**src/rtl/iis_tx_feeder.sv**
```systemverilog
// iis_tx_feeder: buffers signed stereo pairs in a small FIFO and hands one
// pair to the I2S transmitter per txdata_rd pulse. Start-up waits for a
// prefill level, an underrun mutes and re-prefills, and disabling playback
// drains whatever is still buffered before returning to idle.
module iis_tx_feeder #(
    parameter int DW      = 32,
    parameter int DEPTH   = 8,
    parameter int PREFILL = 4
) (
    input  logic                     clk,
    input  logic                     rst_n,
    input  logic                     en,
    input  logic [DW-1:0]            in_l,
    input  logic [DW-1:0]            in_r,
    input  logic                     in_valid,
    output logic                     in_ready,
    input  logic                     txdata_rd,
    output logic [DW-1:0]            txdata_l,
    output logic [DW-1:0]            txdata_r,
    output logic [1:0]               state,
    output logic [$clog2(DEPTH):0]   level,
    output logic [15:0]              underrun_cnt,
    input  logic                     underrun_clr
);

    localparam int AW = $clog2(DEPTH);
    localparam int LW = AW + 1;

    localparam logic [LW-1:0] DEPTH_L   = LW'(DEPTH);
    localparam logic [LW-1:0] PREFILL_L = LW'(PREFILL);
    localparam logic [AW-1:0] PTR_ONE   = AW'(1);
    localparam logic [LW-1:0] LVL_ONE   = LW'(1);

    typedef enum logic [1:0] {
        S_IDLE    = 2'd0,
        S_PREFILL = 2'd1,
        S_RUN     = 2'd2,
        S_DRAIN   = 2'd3
    } state_t;

    state_t            state_reg;
    state_t            state_next;
    logic [AW-1:0]     wr_ptr_reg;
    logic [AW-1:0]     rd_ptr_reg;
    logic [LW-1:0]     level_reg;
    logic [15:0]       cnt_reg;

    logic              push;
    logic              pop;
    logic              underrun;
    logic              flush;
    logic              level_zero;

    // Per-channel input data, indexed 0 = left, 1 = right.
    logic [DW-1:0]     chan_in [2];

    assign chan_in[0]  = in_l;
    assign chan_in[1]  = in_r;
    assign level_zero  = (level_reg == '0);

    // Upstream may push only while the FIFO is being filled or played and has room.
    assign in_ready = ((state_reg == S_PREFILL) || (state_reg == S_RUN)) && (level_reg < DEPTH_L);
    // A flush in the same cycle discards any handshake so the FIFO ends empty.
    assign push     = in_valid && in_ready && !flush;

    // State register.
    always_ff @(posedge clk or negedge rst_n) begin
        if (!rst_n) begin
            state_reg <= S_IDLE;
        end else begin
            state_reg <= state_next;
        end
    end

    // Next-state decode plus pop/underrun/flush strobes.
    always_comb begin
        state_next = state_reg;
        pop        = 1'b0;
        underrun   = 1'b0;
        flush      = 1'b0;
        case (state_reg)
            S_IDLE: begin
                // FIFO is kept empty while idle.
                flush = 1'b1;
                if (en) begin
                    state_next = S_PREFILL;
                end
            end
            S_PREFILL: begin
                if (!en) begin
                    flush      = 1'b1;
                    state_next = S_IDLE;
                end else if (level_reg >= PREFILL_L) begin
                    state_next = S_RUN;
                end
            end
            S_RUN: begin
                // A pop coincident with en dropping is still honoured; an empty
                // read coincident with en dropping is just a drain-to-idle case
                // and is not counted as an underrun.
                if (txdata_rd) begin
                    if (!level_zero) begin
                        pop = 1'b1;
                    end else if (en) begin
                        underrun = 1'b1;
                    end
                end
                if (!en) begin
                    state_next = S_DRAIN;
                end else if (underrun) begin
                    state_next = S_PREFILL;
                end
            end
            S_DRAIN: begin
                if (txdata_rd && !level_zero) begin
                    pop = 1'b1;
                end
                if (en) begin
                    state_next = S_RUN;
                end else if (txdata_rd && level_zero) begin
                    state_next = S_IDLE;
                end
            end
            default: begin
                state_next = S_IDLE;
            end
        endcase
    end

    // FIFO pointers and occupancy; pointers wrap naturally since DEPTH is a power of two.
    always_ff @(posedge clk or negedge rst_n) begin
        if (!rst_n) begin
            wr_ptr_reg <= '0;
            rd_ptr_reg <= '0;
            level_reg  <= '0;
        end else if (flush) begin
            wr_ptr_reg <= '0;
            rd_ptr_reg <= '0;
            level_reg  <= '0;
        end else begin
            if (push) begin
                wr_ptr_reg <= wr_ptr_reg + PTR_ONE;
            end
            if (pop) begin
                rd_ptr_reg <= rd_ptr_reg + PTR_ONE;
            end
            case ({push, pop})
                2'b10:   level_reg <= level_reg + LVL_ONE;
                2'b01:   level_reg <= level_reg - LVL_ONE;
                default: level_reg <= level_reg;
            endcase
        end
    end

    // Saturating underrun counter; a clear overrides a same-cycle increment.
    always_ff @(posedge clk or negedge rst_n) begin
        if (!rst_n) begin
            cnt_reg <= '0;
        end else if (underrun_clr) begin
            cnt_reg <= '0;
        end else if (underrun && (cnt_reg != 16'hFFFF)) begin
            cnt_reg <= cnt_reg + 16'd1;
        end
    end

    // One storage array and one output register per channel.
    genvar gi;
    generate
        for (gi = 0; gi < 2; gi++) begin : g_chan
            logic [DW-1:0] mem [0:DEPTH-1];
            logic [DW-1:0] txdata_reg;

            // Sample storage write port; contents need no reset.
            always_ff @(posedge clk) begin
                if (push) begin
                    mem[wr_ptr_reg] <= chan_in[gi];
                end
            end

            // Registered read: every txdata_rd loads either the head sample or silence.
            always_ff @(posedge clk or negedge rst_n) begin
                if (!rst_n) begin
                    txdata_reg <= '0;
                end else if (txdata_rd) begin
                    txdata_reg <= pop ? mem[rd_ptr_reg] : '0;
                end
            end
        end
    endgenerate

    assign txdata_l     = g_chan[0].txdata_reg;
    assign txdata_r     = g_chan[1].txdata_reg;
    assign state        = state_reg;
    assign level        = level_reg;
    assign underrun_cnt = cnt_reg;

endmodule

```
**config.mk**
```make
export PLATFORM = sky130hd
export DESIGN_NAME = iis_tx_feeder
export DESIGN_NICKNAME = d
export VERILOG_FILES = /design/src/rtl/iis_tx_feeder.sv
export SDC_FILE = /design/constraint.sdc
export NUM_CORES = 1
export LEC_CHECK = 0
export ABC_AREA = 0
export CAP_MARGIN = 15
export CORE_UTILIZATION = 25
export DETAILED_ROUTE_END_ITERATION = 6
export HOLD_SLACK_MARGIN = 0.15
export PLACE_DENSITY = 0.51
export SLEW_MARGIN = 10
export SYNTH_ARGS = -nofsm -noshare
export SYNTH_HDL_FRONTEND = slang
export SYNTH_SLANG_ARGS = --single-unit
```
**constraint.sdc**
```tcl
create_clock -name clk -period 9 [get_ports clk]
set_clock_uncertainty 0.05 [all_clocks]
set_input_delay 1.8 -clock clk [delete_from_list [all_inputs] [get_ports clk]]
set_output_delay 1.8 -clock clk [all_outputs]
set_load 0.02 [all_outputs]
```
==> metrics.yaml, run 1 <==
setup_path:
  reg2reg_depth: 8
  ff2ff_setup_slack_ns: 5.54
  cp-endpoint: "underrun_cnt[15]$_DFFE_PN0P_"
  crit_path_max_fanout: 35
  crit_required_ns: 9.44
  startpoint_type: "primary input"
  worstPathArrival_ns: 4.96
  worstReg2RegEnd: "g_chan[1].mem[7][4]$_DFFE_PP_"
  critPathLaunch: "txdata_rd"
  regToRegStartpoint: "state[1]$_DFFE_PN0P_"
  cp-end-kind: "flip-flop"
  worst-setup-path-type: "in -> reg"
global_route:
  busiest_layer: "met2"
  met2_usage_pct: 17.86
  met1_usage_pct: 14.04
  met3_usage_pct: 3.446
  grt_antenna_before_repair: 13
  grt_pass1_vias: 11626
  overflow: 0
  grt_usage_pct: 10.92
  grt_max_degree: 93
  grt_pass1_wl_um: 76890
cells_and_area:
  regMostFlops: "g_chan.mem"
  post-route-util_pct: 30.81
  final_area_um2: 27910
  final_cells: 2472
  layout_commonest_cell: "edfxtp_1"
  area_growth_pct: 21.45
  drive_gt1_share_pct: 19.54
  largest_reg_flops: 512
  nets: 1327
  layout_common_cells: "512 x edfxtp_1, 155 x clkdlybuf4s50_1, 128 x mux4_2, 89 x dfrtp_1, 67 x mux2i_1"
floorplan:
  rows: 110
  initial_core_util_pct: 25.37
  core_area_um2: 90560
  io_pins: 157
  fp.dieArea_um2: 93130
  die_x_um: 305.2
  die_h_um: 305.2
clock_tree:
  clk_latency_ns: 0.59
  cts-buffers-inserted: 55
  post_cts_resized: 0
  ctsHoldBuffers: 0
  cts.path.max_buffers: 3
  clk_pin_slew_ns: 0.07
  cts_tree: "done"
  clock-sinks: 604
  clock-root-buffer: "clkbuf_16"
  htreeDepth: 2
  post_cts.repair.setup_buffers: 0
routing:
  wl_um: 51150
  firstDrtPassIters: 5
  dr_total_vias: 10785
  ant_nets: 0
  vias_per_cell: 4.363
  post-route-drc-count: 0
  drtIter0Drc: 505
  wl_per_cell_um: 20.69
synthesis:
  netlist_area_um2: 22980
  seq_area_frac_synth_pct: 76.93
  synthTopCellsByArea: "edfxtp_1 67%, mux4_2 13%, dfrtp_1 10%, mux2i_1 2.9%, o2bb2ai_1 2.4%"
  synth-seq-cells: 604
  synthCells: 1073
  synth-edff-count: 512
  postSynthAreaPerCell_um2: 21.41
  yosys.area.top_type: "edfxtp_1"
  netlist.area_leader.share_pct: 66.91
  synth_flop_cell: "edfxtp_1"
  ys_warn_count: 0
  synth_cell_types: 44
  synth_fp_nets: 1152
  async_flop_share_pct: 15.23
flow_run:
  max-cap-violations: 0
timing:
  setup_viol: 0
  rsz0062_at_grt: "no"
  post-route-period-util_pct: 50.23
  finalSetupTns_ns: 0
  final_max_slew_viol_count: 0
  layout_setup_ws_ns: 4.479
  slew-limit-headroom_pct: 30.24
  tightest_slew_ns: 1.046
  timing_hold_violations_final: 0
  fin_crit_ns: 4.521
  clock.fmax_mhz: 221.2
power_and_ir_drop:
  powerDensity_nw_per_um2: 277.1
  peakVddDrop_v: 0.0002193
  p_leak_nw: 8.711
placed_design:
  portBuffers: 156
  post-place-ws_ns: 3.857
  placed_area_um2: 26020
  dp_cells: 2367
  routabilityCongestion: 0.7176
  dp_hpwl_um: 29890
run_status:
  outcome: "finished clean"
hold_path:
  hp-class: "reg -> reg"
==> per-layer routing <==
layer / vias up / part of all wire, % / routed length (um)
met5: - / 0.29 / 149
met4: 24 / 2.0 / 1030
met3: 94 / 6.8 / 3502
met2: 180 / 48 / 24540
met1: 5695 / 43 / 21930
li1: 4792 / - / -
==> Yosys cell counts, types with 5 or more instances <==
cell	number
xor2_1	10
a21oi_1	10
or3_1	6
dfrtp_1	92
xnor2_1	6
mux2i_1	67
inv_1	5
edfxtp_1	512
buf_1	20
and2_1	7
clkbuf_1	35
nor2_1	22
o21ai_0	7
mux4_2	128
nand2_1	19
nor3_1	5
o2bb2ai_1	64
ha_1	9
==> kinds of logic (layout without fill, tap and decap cells) <==
family,after synthesis,in the layout,synth area share [%]
flops,604,604,76.93
compound gates,100,100,3.480
fa+ha+maj,9,9,0.4901
other cells,0,1,0
simple gates,87,87,1.998
buf+inv,62,284,1.024
xor+xnor,16,16,0.6099
mux,195,195,15.47
==> area by class of cell <==
type | instances | area [um2]
Antenna cell | 1 | 2.502
Clock buffer | 74 | 1593
Clock inverter | 30 | 294.0
Fill cell | 8690 | 62660
Inverter | 5 | 20.02
Multi-Input combinational cell | 407 | 5119
Sequential cell | 604 | 17690
Tap cell | 1176 | 1471
Timing Repair Buffer | 175 | 1718
==> worst max-delay path, stage by stage <==
cell	delay (ns)
clkdlybuf4s50_1	0.55
clkinv_2	0.51
buf_4	0.50
nor3_2	0.44
o211ai_1	0.41
or4_1	0.51
a21oi_1	0.16
==> power breakdown <==
group	total [mW]	internal (mW)	switching, mW
Clock	2.41	1.39	1.02
Combinational	1.80	0.882	0.915
Sequential	3.53	3.33	0.198
Total	7.73	5.60	2.13
==> how the worst min path moves through the flow <==
stage | to | cells past startpoint | slack, ns | startpoint
final | txdata_r[28]$_DFFE_PN0P_ | 1 | 0.43 | txdata_r[28]$_DFFE_PN0P_
after detailed placement | txdata_r[2]$_DFFE_PN0P_ | 1 | 0.42 | txdata_r[2]$_DFFE_PN0P_
after floorplan | txdata_l[0]$_DFFE_PN0P_ | 1 | 0.55 | txdata_l[0]$_DFFE_PN0P_
after CTS | txdata_r[2]$_DFFE_PN0P_ | 1 | 0.44 | txdata_r[2]$_DFFE_PN0P_
after global routing | txdata_r[31]$_DFFE_PN0P_ | 1 | 0.45 | txdata_r[31]$_DFFE_PN0P_
after global placement | txdata_l[23]$_DFFE_PN0P_ | 1 | 0.43 | txdata_l[23]$_DFFE_PN0P_
==> metrics by stage <==
step	total power, mW	hold WS, ns
floorplan	4.728	0.5454
global placement	5.437	0.4266
detailed placement	5.450	0.4220
CTS	7.876	0.4404
global route	8.099	0.4530
finish	7.731	0.4344
(Power assumes the default switching activity.)
==> inputs of run 2 (changes only) <==
- clock period: 9 -> 3.9 ns (I/O delays scaled with it)
==> run 2 against run 1 <==
Critical path depth shrank 3. Combinational power rose by 150%. Largest cell class unchanged. Final cell count is 1.5% higher. Largest power group unchanged.
==> metrics.yaml, run 2 (synthesis gave the netlist of run 1 again) <==
run_status:
  outcome: "finished clean"  # unchanged
global_route:
  grt_pass1_wl_um: 80910  # was 76,890 um
  grt_antenna_before_repair: 5  # was 13
  grt_pass1_vias: 12019  # was 11.63k
  overflow: 0  # unchanged
  grt_usage_pct: 11.72  # was 10.92%
  grt_max_degree: 93  # unchanged
cells_and_area:
  drive_gt1_share_pct: 21.86  # was 19.54%
  layout_commonest_cell: "edfxtp_1"  # unchanged
  num-fill-cells: 8669  # was 8,690
  area_growth_pct: 24.31  # was 21.45%
  nets: 1354  # was 1,327
  layout_common_cells: "512 x edfxtp_1, 155 x clkdlybuf4s50_1, 128 x mux4_2, 87 x dfrtp_1, 70 x clkbuf_16"  # was 512 x edfxtp_1, 155 x clkdlybuf4s50_1, 128 x mux4_2, 89 x dfrtp_1, 67 x mux2i_1
  final_area_um2: 28560  # was 27,910 um2
  largest_reg_flops: 512  # unchanged
  post-route-util_pct: 31.54  # was 30.81%
  final_cells: 2508  # was 2,472
  regMostFlops: "g_chan.mem"  # unchanged
placed_design:
  dp_cells: 2380  # was 2,367
  routabilityCongestion: 0.6695  # was 0.7176
  dp_hpwl_um: 31300  # was 29,890 um
  placed_area_um2: 26310  # was 26,020 um2
  portBuffers: 156  # unchanged
routing:
  wl_per_cell_um: 21.48  # was 20.69 um
  post-route-drc-count: 0  # unchanged
  wl_um: 53870  # was 51,150 um
  drtIter0Drc: 729  # was 505
  dr_total_vias: 11023  # was 10.79k
  ant_nets: 0  # unchanged
  vias_per_cell: 4.395  # was 4.363
  firstDrtPassIters: 5  # unchanged
setup_path:
  crit_family: "buffers and inverters"  # unchanged
  cp-end-kind: "output port"  # was flip-flop
  startpoint_type: "flip-flop"  # was primary input
  cp_slowest_cell: "clkdlybuf4s50_1"  # unchanged
  worstPathArrival_ns: 2.16  # was 4.96 ns
  path_buf_inv: 2  # was 3
  worst-setup-path-type: "reg -> out"  # was in -> reg
  critPathMaxStageDelay_ns: 0.68  # was 0.55 ns
  critPathLaunch: "state[0]$_DFFE_PN0P_"  # was txdata_rd
  crit_required_ns: 3.07  # was 9.44 ns
  crit_chain: "inv_2 > ha_1 > nor2b_4 > clkdlybuf4s50_1"  # was clkdlybuf4s50_1 > clkinv_2 > buf_4 > nor3_2 > o211ai_1 > or4_1 > a21oi_1
  crit_path_max_fanout: 4  # was 35
  regToRegStartpoint: "state[0]$_DFFE_PN0P_"  # was state[1]$_DFFE_PN0P_
timing:
  slew-limit-headroom_pct: 30.98  # was 30.24%
  tightest_slew_ns: 1.035  # was 1.046 ns
  clock.fmax_mhz: 334.1
  setup_viol: 0  # unchanged
  whs_ns: 0.2938  # was 0.4344 ns
  rsz0062_at_grt: "no"  # unchanged
  final_max_slew_viol_count: 0  # unchanged
  fin_crit_ns: 2.994
  post-route-period-util_pct: 76.76
  timing_hold_violations_final: 0  # unchanged
  finalSetupTns_ns: 0  # unchanged
floorplan:
  rows: 110  # unchanged
  fp.dieArea_um2: 93130  # unchanged
  initial_core_util_pct: 25.37  # unchanged
  die_x_um: 305.2  # unchanged
  io_pins: 157  # unchanged
  core_area_um2: 90560  # unchanged
  die_h_um: 305.2  # unchanged
power_and_ir_drop:
  powerDensity_nw_per_um2: 661.2  # was 277.1 nW/um2
  p_leak_nw: 9.001  # was 8.711 nW
  peakVddDrop_v: 0.0003151  # was 0.0002193 V
clock_tree:
  ctsHoldBuffers: 0  # unchanged
  clk_pin_slew_ns: 0.05  # was 0.07 ns
  cts-buffers-inserted: 69  # was 55
  clock-sinks: 604  # unchanged
  post_cts.repair.setup_buffers: 0  # unchanged
  clock-root-buffer: "clkbuf_16"  # unchanged
  htreeDepth: 3  # was 2
  post_cts_resized: 0  # unchanged
  clk_latency_ns: 0.60  # was 0.59 ns
  cts_tree: "done"  # unchanged
  cts.path.max_buffers: 3  # unchanged
flow_run:
  max-cap-violations: 0  # unchanged
hold_path:
  hp-class: "in -> async"  # was reg -> reg
-- run 2: changes by cell type in the layout (fill, tap and decap cells not counted), moves of 3 or more --
cell	previous run	this run
clkbuf_1	9	12
buf_12	1	10
buf_4	18	22
clkbuf_16	59	70
clkinvlp_4	4	1
clkinv_2	11	16
-- run 2: power breakdown --
part           switching (mW)  internal (mW)  leakage, nW
logic                    2.27           2.14         2.03
clock network            2.62           3.74         1.11
registers               0.433           7.68         5.86
-- run 2: metrics by stage --
| stage | setup WS, ns | total power [mW] |
|---|---|---|
| after floorplan | -0.07760 | 10.96 |
| after global placement | 0.4013 | 12.77 |
| after detailed placement | 0.4458 | 12.81 |
| after CTS | 0.8403 | 19.28 |
| after global routing | 0.7712 | 19.79 |
| final | 0.9065 | 18.88 |
-- run 2: per-layer routing --
metal,vias to the layer above,wire length [um],track usage [%]
met2,203,26250,19.25
met4,6,1102,3.506
met3,89,2491,2.836
met1,5838,23990,15.30
li1,4887,-,-
met5,-,35,0
-- run 2: layout make-up --
cell class | instances | area, um2 | share of cell area (%)
diodes | 1 | 2.502 | 0.008761
repair buffers | 188 | 1928 | 6.750
inverters | 5 | 20.02 | 0.07009
clock buffers | 86 | 1852 | 6.483
well taps | 1176 | 1471 | 5.152
multi-input cells | 407 | 5196 | 18.19
flip-flops and latches | 604 | 17690 | 61.94
clock inverters | 41 | 401.6 | 1.406
-- run 2: worst paths after layout --
path                                                  end  slack (ns)  depth (start not counted)
max in group asynchronous       rd_ptr_reg[1]$_DFFE_PN0P_        2.74                          1
worst max register to register       level[3]$_DFFE_PN0P_        1.06                         11
worst max-delay path                             in_ready        0.91                          4
min in group clk                 txdata_l[21]$_DFFE_PN0P_        0.44                          1
worst min register to register   txdata_l[21]$_DFFE_PN0P_        0.44                          1
worst min-delay path             txdata_l[13]$_DFFE_PN0P_        0.29                          1
==> inputs of run 3 (changes only) <==
- clock period: 3.9 -> 2.65 ns (I/O delays scaled with it)
==> run 3 against run 2 <==
Via count up 2.5%. Sequential cell count unchanged. Worst setup slack worse by 0.73 ns. Non-clock buffer count up 71. Global-route usage up 0.11 points. Sequential power up 45%. Sequential share of layout area down 2.0 points. Clock-buffer cell count down 3. Die area unchanged. Worst hold slack better by 0.14 ns. Clock power up 41%. Wire length up 1.5%.
==> metrics.yaml, run 3 (synthesis gave the netlist of run 1 again) <==
timing:
  final_max_slew_viol_count: 0  # unchanged
  post-route-period-util_pct: 93.34
  timing_hold_violations_final: 0  # unchanged
  finalSetupTns_ns: 0  # unchanged
  layout_setup_ws_ns: 0.1766  # was 0.9065 ns
  rsz0062_at_grt: "no"  # unchanged
  clock.fmax_mhz: 404.3
  setup_viol: 0  # unchanged
  whs_ns: 0.4353  # was 0.2938 ns
  slew-limit-headroom_pct: 51.98  # was 30.98%
  fin_crit_ns: 2.473
  tightest_slew_ns: 0.7204  # was 1.035 ns
placed_design:
  dp_hpwl_um: 35520  # was 31,300 um
  post-place-ws_ns: -0.2986  # was 0.4458 ns
  portBuffers: 156  # unchanged
  routabilityCongestion: 0.7434  # was 0.6695
power_and_ir_drop:
  powerDensity_nw_per_um2: 943.3  # was 661.2 nW/um2
  p_switching_mw: 7.846  # was 5.319 mW
  p_sw_share_pct: 28.17  # about the same
  peakVddDrop_v: 0.0005971  # was 0.0003151 V
  p_clk_share_pct: 32.1  # was 33.7%
  p_int_mw: 20.01  # was 13.57 mW
  p_leak_nw: 9.421  # was 9.001 nW
  combPwrFrac_pct: 25.5  # was 23.3%
  p_seq_share_pct: 42.4  # was 43.0%
setup_path:
  cp-end-kind: "flip-flop"  # was output port
  crit_required_ns: 3.06  # was 3.07 ns
  worst-setup-path-type: "reg -> reg"  # was reg -> out
  startpoint_type: "flip-flop"  # unchanged
  crit_path_max_fanout: 5  # was 4
  worstPathArrival_ns: 2.88  # was 2.16 ns
cells_and_area:
  regMostFlops: "g_chan.mem"  # unchanged
  largest_reg_flops: 512  # unchanged
  layout_common_cells: "512 x edfxtp_1, 154 x clkdlybuf4s50_1, 128 x mux4_2, 87 x dfrtp_1, 70 x clkbuf_16"  # was 512 x edfxtp_1, 155 x clkdlybuf4s50_1, 128 x mux4_2, 87 x dfrtp_1, 70 x clkbuf_16
  area_growth_pct: 28.51  # was 24.31%
  drive_gt1_share_pct: 25.82  # was 21.86%
  n_antenna_cell: 0  # was 1
  layout_commonest_cell: "edfxtp_1"  # unchanged
  nets: 1425  # was 1,354
  num-fill-cells: 8573  # was 8,669
clock_tree:
  clock-root-buffer: "clkbuf_16"  # unchanged
  cts.path.max_buffers: 3  # unchanged
  cts-buffers-inserted: 69  # unchanged
  clock-sinks: 604  # unchanged
  htreeDepth: 3  # unchanged
  cts_tree: "done"  # unchanged
  clk_latency_ns: 0.59  # was 0.60 ns
  clk_pin_slew_ns: 0.06  # was 0.05 ns
routing:
  wl_um: 54670  # was 53,870 um
  firstDrtPassIters: 5  # unchanged
  drtIter0Drc: 633  # was 729
  dr_total_vias: 11304  # was 11.02k
  vias_per_cell: 4.392  # was 4.395
  ant_nets: 0  # unchanged
  post-route-drc-count: 0  # unchanged
  wl_per_cell_um: 21.24  # was 21.48 um
floorplan:
  io_pins: 157  # unchanged
  core_area_um2: 90560  # unchanged
  rows: 110  # unchanged
  die_x_um: 305.2  # unchanged
  fp.dieArea_um2: 93130  # unchanged
  die_h_um: 305.2  # unchanged
  initial_core_util_pct: 25.37  # unchanged
run_status:
  outcome: "finished clean"  # unchanged
global_route:
  grt_pass1_vias: 12327  # was 12.02k
  grt_max_degree: 62  # was 93
  overflow: 0  # unchanged
  grt_pass1_wl_um: 82590  # was 80,910 um
  grt_antenna_before_repair: 7  # was 5
  grt_usage_pct: 11.83  # was 11.72%
flow_run:
  max-cap-violations: 0  # unchanged
hold_path:
  hp-class: "reg -> reg"  # was in -> async
[run 3: changes by cell type in the layout (fill, tap and decap cells not counted), sizes merged, moves of 3 or more]
cell and change:
buf +70, bufinv -3, clkbuf -3, clkinv -4, clkinvlp +5
[run 3: worst paths after layout]
path                                    startpoint                      endpoint  slack [ns]  cells past startpoint
setup reg to reg              state[0]$_DFFE_PN0P_          level[3]$_DFFE_PN0P_        0.18                     11
hold / removal             txdata_r[6]$_DFFE_PN0P_       txdata_r[6]$_DFFE_PN0P_        0.44                      1
max in group asynchronous                    rst_n      txdata_r[19]$_DFFE_PN0P_        1.29                      3
min in group asynchronous                    rst_n  underrun_cnt[13]$_DFFE_PN0P_        0.49                      2
hold reg to reg            txdata_r[6]$_DFFE_PN0P_       txdata_r[6]$_DFFE_PN0P_        0.44                      1
setup / recovery              state[0]$_DFFE_PN0P_          level[3]$_DFFE_PN0P_        0.18                     11
[run 3: per-stage QoR]
stage                     cell area (um2)  power (mW)  util [%]  std cells
after floorplan                     23150       16.19         -       1073
after global placement              27360       19.25     30.21       2448
after detailed placement            27360       19.29     30.21       2448
after CTS                           29500       28.36     32.57       2572
after global routing                29530       29.15     32.61       2574
final                               29530       27.85     32.61       2574
[run 3: worst max-delay path: stages, from the launching register on]
cell      delay (ns)
dfrtp_2         0.42
buf_4           0.14
ha_1            0.23
o21a_1          0.24
nand2_4         0.07
nor2_1          0.06
ha_1            0.34
and2_1          0.19
o311ai_2        0.09
nand3_1         0.17
o31ai_1         0.25
a211oi_1        0.07
[run 3: power groups by stage]
stage | logic (mW) | registers, mW | clock network, mW
after global routing | 7.65 | 11.9 | 9.58
final | 7.10 | 11.8 | 8.95
after global placement | 7.27 | 12.0 | 0
after detailed placement | 7.29 | 12.0 | 0
after floorplan | 3.78 | 12.4 | 0
after CTS | 7.30 | 11.8 | 9.24
[run 3: layout make-up]
cell class / instances / area, um2 / share of cell area [%]
clock inverter: 40 / 297.8 / 1.008
clock buffer: 83 / 1831 / 6.199
inverter: 5 / 20.02 / 0.06780
multi-input combinational: 407 / 5239 / 17.74
sequential: 604 / 17690 / 59.91
timing repair buffer: 259 / 2979 / 10.09
tap: 1176 / 1471 / 4.983
[run 3: routing by layer]
metal	routed length (um)	track usage, %	up-vias
met1	23950	15.43	6011
met5	82	0	-
li1	-	-	5018
met2	27160	19.65	190
met4	793	3.050	14
met3	2684	2.898	71
[run 3: repair_timing]
action,4_1_cts,5_1_grt
setup endpoints to repair,2,1
hold endpoints to repair,59,0
gates resized for setup,2,6
gates cloned,0,0
pin swaps,0,3
hold buffers,1,0
buffers inserted,0,2
